[config.mk]
export PLATFORM = sky130hd
export DESIGN_NAME = hc595_driver
export DESIGN_NICKNAME = d
export VERILOG_FILES = /design/src/rtl/hc595_driver.sv
export SDC_FILE = /design/constraint.sdc
export NUM_CORES = 1
export LEC_CHECK = 0
export CORE_ASPECT_RATIO = 0.75
export CORE_MARGIN = 4
export CORE_UTILIZATION = 54
export DETAILED_ROUTE_END_ITERATION = 8
export HOLD_SLACK_MARGIN = 0.1
export PLACE_DENSITY = 0.79
export SLEW_MARGIN = 20
export SYNTH_ARGS = -nofsm -noshare
export SYNTH_HDL_FRONTEND = slang
export SYNTH_SLANG_ARGS = --single-unit
[constraint.sdc]
create_clock -name clk -period 2.55 [get_ports clk]
set_input_delay 0.3825 -clock clk [delete_from_list [all_inputs] [get_ports clk]]
set_output_delay 0.3825 -clock clk [all_outputs]
set_load 0.05 [all_outputs]
[src/rtl/hc595_driver.sv]
// rtl/hc595_driver.sv - serialises {seg, sel} into two cascaded 74HC595s with continuous frame refresh
module hc595_driver #(
    parameter int DIV_HALF   = 2,
    parameter int FRAME_BITS = 16
) (
    input  logic       clk,
    input  logic       rstn,
    input  logic [7:0] sel,
    input  logic [7:0] seg,
    output logic       ds,
    output logic       shcp,
    output logic       stcp,
    output logic       oe,
    output logic       busy,
    output logic       frame_done
);

    typedef enum logic [1:0] {ST_LOAD, ST_SHIFT, ST_LATCH} state_t;

    localparam logic [7:0] DIV_LAST = 8'(DIV_HALF - 1);
    localparam logic [3:0] BIT_LAST = 4'(FRAME_BITS - 1);

    state_t      r_state, w_state;
    logic [15:0] r_shreg, w_shreg;
    logic [3:0]  r_bit_cnt, w_bit_cnt;
    logic [7:0]  r_div_cnt, w_div_cnt;
    logic        r_ds, w_ds;
    logic        r_shcp, w_shcp;
    logic        r_stcp, w_stcp;
    logic        r_oe;
    logic        r_busy;
    logic        w_div_end;
    logic        w_frame_done;

    assign w_div_end = (r_div_cnt == DIV_LAST);

    always_comb begin
        w_state      = r_state;
        w_shreg      = r_shreg;
        w_bit_cnt    = r_bit_cnt;
        w_div_cnt    = r_div_cnt;
        w_ds         = r_ds;
        w_shcp       = r_shcp;
        w_stcp       = r_stcp;
        w_frame_done = 1'b0;
        case (r_state)
            ST_LOAD: begin
                w_shreg   = {seg, sel};
                w_ds      = seg[7];
                w_bit_cnt = 4'd0;
                w_div_cnt = 8'd0;
                w_shcp    = 1'b0;
                w_stcp    = 1'b0;
                w_state   = ST_SHIFT;
            end
            ST_SHIFT: begin
                if (w_div_end) begin
                    w_div_cnt = 8'd0;
                    if (!r_shcp) begin
                        w_shcp = 1'b1;
                    end else begin
                        // End of the high phase: advance data on the falling shcp edge
                        w_shcp    = 1'b0;
                        w_shreg   = {r_shreg[14:0], 1'b0};
                        w_bit_cnt = r_bit_cnt + 4'd1;
                        if (r_bit_cnt == BIT_LAST) begin
                            w_state = ST_LATCH;
                            w_stcp  = 1'b1;
                        end else begin
                            w_ds = r_shreg[14];
                        end
                    end
                end else begin
                    w_div_cnt = r_div_cnt + 8'd1;
                end
            end
            ST_LATCH: begin
                w_frame_done = w_div_end;
                if (w_div_end) begin
                    w_stcp    = 1'b0;
                    w_div_cnt = 8'd0;
                    w_state   = ST_LOAD;
                end else begin
                    w_div_cnt = r_div_cnt + 8'd1;
                end
            end
            default: w_state = ST_LOAD;
        endcase
    end

    always_ff @(posedge clk) begin
        if (rstn) begin
            r_state   <= ST_LOAD;
            r_shreg   <= 16'd0;
            r_bit_cnt <= 4'd0;
            r_div_cnt <= 8'd0;
            r_ds      <= 1'b0;
            r_shcp    <= 1'b0;
            r_stcp    <= 1'b0;
            r_oe      <= 1'b1;
            r_busy    <= 1'b0;
        end else begin
            r_state   <= w_state;
            r_shreg   <= w_shreg;
            r_bit_cnt <= w_bit_cnt;
            r_div_cnt <= w_div_cnt;
            r_ds      <= w_ds;
            r_shcp    <= w_shcp;
            r_stcp    <= w_stcp;
            r_busy    <= 1'b1;
            // Display stays blanked until the first complete frame has been latched
            if (w_frame_done) begin
                r_oe <= 1'b0;
            end
        end
    end

    assign ds         = r_ds;
    assign shcp       = r_shcp;
    assign stcp       = r_stcp;
    assign oe         = r_oe;
    assign busy       = r_busy;
    assign frame_done = w_frame_done;

endmodule

==> run metrics, run 1 <==
average cell area after synthesis=approximately 9.3 µm²; Post-Syn Nets=216; worst-path cell chain=ha_1 -> nor4b_1 -> nand3_1 -> inv_1 -> buf_4; fin area=~2100 µm²; R2R depth=6; kind of critical path=register to output pin; Clk Latency, worst-skew pair=0.28 ns; outcome=completed; Post-DRT Antenna Nets=0; total placed cells including tap cells=245; R2R Path End=r_shreg[9]$_SDFFE_PP0P_; Leakage=0.784 nW; grt ovf=0; drc violations=0; placed inst area=slightly above 2000 µm²; commonest non-fill, non-tap cell in the layout=dfxtp_1; final worst setup slack=around 0.25 ns; Routed WL=between 3000 and 4000 µm; crit-path leading delay family=simple AND/OR/NAND/NOR gates; unrepaired setup endpoints after global routing=no; CP max stage delay=0.51 ns; Worst Path Buf+Inv=2; CTS clk-pin slew, worst paths=0.06 ns; Worst EP arrival=around 1.9 ns; CTS Sinks=34; Yosys cell types=41; post-DR wirelength/cell=14.9 µm; die height=57.8 µm; vias=1469; critical path startpoint category=register; FF-to-FF setup slack=0.31 ns; Setup Fix Bufs, Post-CTS=0; yosys warns=0; Num CTS Buffers=5; commonest cells after routing, fill and taps aside=34 x dfxtp_1, 28 x nor2_1, 22 x clkdlybuf4s50_1, 15 x mux2i_1, 14 x a211oi_2; GRT Util Overall=between 10% and 20%; Worst Tran Pin Value=between 0.6 and 0.7 ns; vias in the first global route=1408; DP HPWL=around 2700 µm; drt initial violations=114; slowest CP cell=nor4b_1; Hold Crit Depth=2; CTS root buffer=clkbuf_8; Ant. Diodes=0; Port Buffer Count=23; final hold viol count=0; Pre-antenna DRT Iters=6; Crit Path Max Fanout=5; Total Power=2.04 mW; Starting Density=58.3%; vias per inst=5.83; synthesis-to-layout area growth=17.4%; hold_buf cts=0; upper clock frequency limit=436 MHz; largest net degree at the start of global routing=30; CP required=2.17 ns; Seq/Total Area, Yosys=38.1%; Hold Crit Class=register to register; final setup fails=0; clk buf depth=2; core region area=between 3000 and 4000 µm²; fin. max-slew vios=0; number of enable flip-flop cells after synthesis=0; fin crit period=2.30 ns; Rows=17; CTS tree=done; chip width=74.4 µm; layout cells sized above 1=12.1%; first-pass GRT wire length=6150 µm; Setup WS pre-CTS=0.334 ns; ys async rst share=0%; initial antenna violation count=0; #FFs+latches synth=34; htree depth=2; Fin Clk Skew=0.00337 ns; post_cts resized=0; Relative slew margins=between 50% and 60%; Max Cap Viol=0; Peak supply drop=0.000486 V; Mapped Area=1790 µm²; IO Pins=24; Final Net Count=roughly 240; prevailing post-synth register cell=dfxtp_1; Cells after Synth=191; gpl congestion=0.901; DIE AREA=4300 µm²; Tcrit/Tclk final=90.0%; worst r2r src=r_div_cnt[0]$_SDFFE_PP0P_; Min-Delay Endpoint=oe$_SDFFE_PP1P_; setup tns final=0 ns; Final Non-Filler Cells=252; Power Dens Cells=about 1000 nW/µm²; CP endpoint kind=output pin; Min-Delay Startpoint=oe$_SDFFE_PP1P_
-- final cells by class --
type | instances | area [µm²]
clock buffers | 7 | 76.3
fillers | 257 | 967
inverters | 9 | 33.8
multi-input cells | 137 | 1000
flip-flops and latches | 34 | 681
well taps | 38 | 47.5
repair buffers | 27 | 258
-- where the power goes --
group,switching [mW],internal (mW)
logic,0.550,0.379
clock network,0.172,0.187
registers,0.0840,0.668
-- flip-flops by register name, summed over array words and instances (netlist names) --
signal     count
oe             1
busy           1
r_shreg       15
r_div_cnt      8
shcp           1
r_bit_cnt      4
ds             1
r_state        2
stcp           1
-- logic make-up (layout without fill, tap and decap cells) --
group,after synthesis,in the layout,synth area share [%]
buf+inv,20,43,5.89
xor+xnor,7,7,3.43
flops,34,34,38.1
compound gates,41,41,20.8
fa+ha+maj,7,7,4.91
mux,15,15,8.41
simple gates,67,67,18.4
-- worst reg2reg max path, stage by stage (launching register included) --
cell and delay [ns]:
dfxtp_1 0.41, ha_1 0.19, or4b_1 0.63, o31ai_4 0.27
buf_4 0.36, nor2_1 0.10, a211oi_2 0.20
-- cells in the mapped netlist, drive strengths merged (5+ instances only) --
library cell | number | share of area (%)
dfxtp | 34 | 38
nor2 | 28 | 5.9
mux2i | 15 | 8.4
a211oi | 14 | 9.8
inv | 9 | 1.9
nand3 | 9 | 2.5
nand2 | 8 | 1.7
a21oi | 7 | 2.0
buf | 7 | 3.2
ha | 7 | 4.9
nor3 | 6 | 1.7
o21ai | 5 | 1.4
xor2 | 5 | 2.5
-- per-layer routing --
layer  GRT usage (%)  share of wire (%)  vias to the layer above
met3            7.28                6.9                       10
met1            23.7                 45                      670
met2            28.3                 46                       60
met5               0                  0                        -
li1                -                  -                      729
met4            6.35                1.6                        0
-- worst max path at each step --
stage / startpoint / endpoint / slack (ns) / cells past startpoint
floorplan: shcp$_SDFFE_PP0P_ / r_shreg[13]$_SDFFE_PP0P_ / 0.50 / 6
finish: r_div_cnt[0]$_SDFFE_PP0P_ / frame_done / 0.25 / 5
global route: r_div_cnt[0]$_SDFFE_PP0P_ / frame_done / 0.04 / 5
CTS: r_div_cnt[0]$_SDFFE_PP0P_ / frame_done / 0.26 / 5
detailed placement: r_div_cnt[0]$_SDFFE_PP0P_ / r_shreg[6]$_SDFFE_PP0P_ / 0.33 / 6
global placement: r_div_cnt[0]$_SDFFE_PP0P_ / r_shreg[8]$_SDFFE_PP0P_ / 0.42 / 6
-- stage by stage --
step | utilization [%] | hold WS [ns]
floorplan | - | 0.449
global placement | 65.9 | 0.430
detailed placement | 65.9 | 0.436
CTS | 68.4 | 0.447
global route | 68.4 | 0.469
finish | 68.4 | 0.445
No activity file was read; power rests on OpenSTA's default activity.
==> run 2, diff against run 1 <==
--- a/config.mk
+++ b/config.mk
@@ -5,12 +5,13 @@
 export SDC_FILE = /design/constraint.sdc
 export NUM_CORES = 1
 export LEC_CHECK = 0
+export ABC_AREA = 1
 export CORE_ASPECT_RATIO = 0.75
 export CORE_MARGIN = 4
 export CORE_UTILIZATION = 54
 export DETAILED_ROUTE_END_ITERATION = 8
 export HOLD_SLACK_MARGIN = 0.1
-export PLACE_DENSITY = 0.79
+export PLACE_DENSITY = 0.78
 export SLEW_MARGIN = 20
 export SYNTH_ARGS = -nofsm -noshare
 export SYNTH_HDL_FRONTEND = slang
==> run metrics, run 2 <==
core region area=3290 µm² (was 3060 µm²); hold_buf cts=0 (unchanged); vias=1619 (was 1469); final hold viol count=0 (unchanged); most frequent cells after synthesis=42 x nand2_1, 41 x nor2_1, 34 x dfxtp_1, 25 x nand3_1 (was 34 x dfxtp_1, 28 x nor2_1, 15 x mux2i_1, 14 x a211oi_2); Leakage=0.936 nW (was 0.784 nW); setup tns final=0 ns (unchanged); number of enable flip-flop cells after synthesis=0 (unchanged); Yosys cell types=27 (was 41); synthesis-to-layout area growth=16.2% (was 17.4%); unrepaired setup endpoints after global routing=no (unchanged); htree depth=2 (unchanged); sw power=987 µW (was 807 µW); average cell area after synthesis=7.44 µm² (was 9.35 µm²); GRT Util Overall=17.0% (was 18.5%); vias per inst=5.19 (was 5.83); Worst EP arrival=1.98 ns (was 1.91 ns); chip width=75.6 µm (was 74.4 µm); Clk Latency, worst-skew pair=0.28 ns (about the same); layout cells sized above 1=6.99% (was 12.1%); Fin Clk Skew=0.00618 ns (was 0.00337 ns); fin crit period=2.36 ns (was 2.30 ns); R2R depth=7 (was 6); Final Net Count=296 (was 239); commonest cells after routing, fill and taps aside=42 x nand2_1, 41 x nor2_1, 34 x dfxtp_1, 25 x nand3_1, 23 x clkdlybuf4s50_1 (was 34 x dfxtp_1, 28 x nor2_1, 22 x clkdlybuf4s50_1, 15 x mux2i_1, 14 x a211oi_2); largest register by flop count=r_shreg (unchanged); CP required=2.17 ns (about the same); Tcrit/Tclk final=92.7% (was 90.0%); upper clock frequency limit=423 MHz (was 436 MHz); CTS tree=done (unchanged); Worst Tran Pin Value=0.491 ns (was 0.608 ns); Logic pwr share=48.1% (was 45.5%); drt initial violations=120 (was 114); post-DR wirelength/cell=11.3 µm (was 14.9 µm); post_cts resized=0 (unchanged); kind of critical path=register to output pin (unchanged); Pre-antenna DRT Iters=4 (was 6); Seq/Total Area, Yosys=36.7% (was 38.1%); IO Pins=24 (unchanged); gpl congestion=0.852 (was 0.901); first-pass GRT wire length=5890 µm (was 6150 µm); Starting Density=56.4% (was 58.3%); FF-to-FF setup slack=0.76 ns (was 0.31 ns); Seq pwr share=34.1% (was 36.9%); worst r2r src=r_state[1]$_SDFFE_PP0P_ (was r_div_cnt[0]$_SDFFE_PP0P_); commonest non-fill, non-tap cell in the layout=nand2_1 (was dfxtp_1); Rows=18 (was 17); worst-path cell chain=ha_1 -> nand2_1 -> inv_1 -> nand2_1 -> nor2_1 -> clkdlybuf4s50_1 (was ha_1 -> nor4b_1 -> nand3_1 -> inv_1 -> buf_4); cell taking the most area after synthesis=dfxtp_1 (unchanged); clk buf depth=2 (unchanged); largest net degree at the start of global routing=36 (was 30); CP endpoint kind=output pin (unchanged); initial antenna violation count=0 (unchanged); slowest CP cell=clkdlybuf4s50_1 (was nor4b_1); DIE AREA=4440 µm² (was 4300 µm²); fin. max-slew vios=0 (unchanged); max FFs per register=15 (unchanged); Sw Ratio=42.3% (was 39.5%); Post-DRT Antenna Nets=0 (unchanged); Port Buffer Count=23 (unchanged); Mapped Area=1850 µm² (was 1790 µm²); #FFs+latches synth=34 (unchanged); Post-Syn Nets=274 (was 216); Hold Crit Class=register to register (unchanged); die height=58.7 µm (was 57.8 µm); Ant. Diodes=0 (unchanged); final setup fails=0 (unchanged); Peak supply drop=0.000571 V (was 0.000486 V); CTS root buffer=clkbuf_8 (unchanged); placed inst area=2060 µm² (was 2020 µm²); cell mode on critical path=nand2_1; cell with the most instances after synthesis=nand2_1 (was dfxtp_1); CTS Sinks=34 (unchanged); synth top area cells=dfxtp_1 37%, nand2_1 8.5%, nor2_1 8.3% (was dfxtp_1 38%, a211oi_2 9.8%, mux2i_1 8.4%); Relative slew margins=67.1% (was 58.9%); worst setup path endpoint=frame_done (unchanged); grt ovf=0 (unchanged); Fill cells=302 (was 257); Yosys top cell area share=36.7% (was 38.1%); CP max stage delay=0.80 ns (was 0.51 ns); prevailing post-synth register cell=dfxtp_1 (unchanged); clock group share of total power=17.8% (was 17.6%); Crit Path Max Fanout=5 (unchanged); vias in the first global route=1339 (was 1408); outcome=completed (unchanged); Cells after Synth=249 (was 191); Num CTS Buffers=5 (unchanged); ys async rst share=0% (unchanged); Cell Int Power=1.35 mW (was 1.23 mW); drc violations=0 (unchanged); CTS clk-pin slew, worst paths=0.07 ns (was 0.06 ns); Max Cap Viol=0 (unchanged); Top Registers=r_shreg (15), r_div_cnt (8), r_bit_cnt (4) (unchanged); fin area=2150 µm² (was 2100 µm²); R2R Path End=r_shreg[7]$_SDFFE_PP0P_ (was r_shreg[9]$_SDFFE_PP0P_); critical path startpoint category=register (unchanged); Routed WL=3530 µm (was 3740 µm); Power Dens Cells=1080 nW/µm² (was 974 nW/µm²); yosys warns=0 (unchanged); CP startpoint=r_div_cnt[0]$_SDFFE_PP0P_ (unchanged); Setup Fix Bufs, Post-CTS=0 (unchanged); DP HPWL=2500 µm (was 2710 µm)
run 2: final cells by class:
type | count | area (µm²) | share of cell area (%)
flip-flops and latches | 34 | 681 | 31.6
repair buffers | 26 | 253 | 11.7
inverters | 22 | 82.6 | 3.83
clock buffers | 6 | 82.6 | 3.83
multi-input cells | 182 | 992 | 46.1
well taps | 40 | 50.0 | 2.32
clock inverters | 2 | 12.5 | 0.581
run 2: critical path: cells and delay by family, from the launching register on:
kind,cells,cell delay (ns)
flip-flops,1,0.41
AND/OR/NAND/NOR,3,0.22
adder cells (fa/ha/maj),1,0.20
buffers and inverters,2,0.88
run 2: how the worst min path moves through the flow:
stage	from	end	slack, ns	cells past startpoint
after floorplan	r_shreg[0]$_SDFFE_PP0P_	r_shreg[0]$_SDFFE_PP0P_	0.43	2
after global placement	oe$_SDFFE_PP1P_	oe$_SDFFE_PP1P_	0.44	2
after detailed placement	stcp$_SDFFE_PP0P_	stcp$_SDFFE_PP0P_	0.46	2
after CTS	stcp$_SDFFE_PP0P_	stcp$_SDFFE_PP0P_	0.47	2
after global routing	stcp$_SDFFE_PP0P_	stcp$_SDFFE_PP0P_	0.47	2
final	stcp$_SDFFE_PP0P_	stcp$_SDFFE_PP0P_	0.46	2
run 2: routing by layer:
layer | GRT usage, % | part of all wire (%)
met5 | 0 | 0
met4 | 5.99 | 1.2
met3 | 4.10 | 5.1
met2 | 24.4 | 43
met1 | 24.7 | 51
run 2: stage by stage:
step / total power, mW / worst slack (ns) / cells / utilization (%) / hold WS [ns]
CTS: 2.35 / 0.169 / 312 / 65.5 / 0.465
finish: 2.34 / 0.186 / 312 / 65.5 / 0.463
global placement: 1.92 / 0.488 / 304 / 62.6 / 0.443
detailed placement: 1.93 / 0.486 / 304 / 62.6 / 0.457
global route: 2.54 / 0.0344 / 312 / 65.5 / 0.471
floorplan: 1.80 / 0.766 / 249 / - / 0.435
run 2: cell families after synthesis:
| logic type | Yosys count | share of synthesized area, % |
|---|---|---|
| AO/OA/AOI/OAI | 35 | 9.86 |
| multiplexers | 15 | 8.10 |
| XOR/XNOR | 5 | 2.36 |
| AND/OR/NAND/NOR | 120 | 28.5 |
| flip-flops | 34 | 36.7 |
| adder cells (fa/ha/maj) | 7 | 4.73 |
| buffers and inverters | 33 | 9.72 |
run 2: power by group through the flow:
stage,registers [mW],clock network [mW],logic (mW)
finish,0.796,0.415,1.12
global route,0.818,0.446,1.27
CTS,0.796,0.428,1.13
detailed placement,0.807,0,1.12
global placement,0.804,0,1.11
floorplan,0.841,0,0.954
==> run 3, diff against run 2 <==
--- a/config.mk
+++ b/config.mk
@@ -6,6 +6,7 @@
 export NUM_CORES = 1
 export LEC_CHECK = 0
 export ABC_AREA = 1
+export CAP_MARGIN = 40
 export CORE_ASPECT_RATIO = 0.75
 export CORE_MARGIN = 4
 export CORE_UTILIZATION = 54
==> results of run 3 <==
Final layout, timing and power as in run 2 (identical DEF).
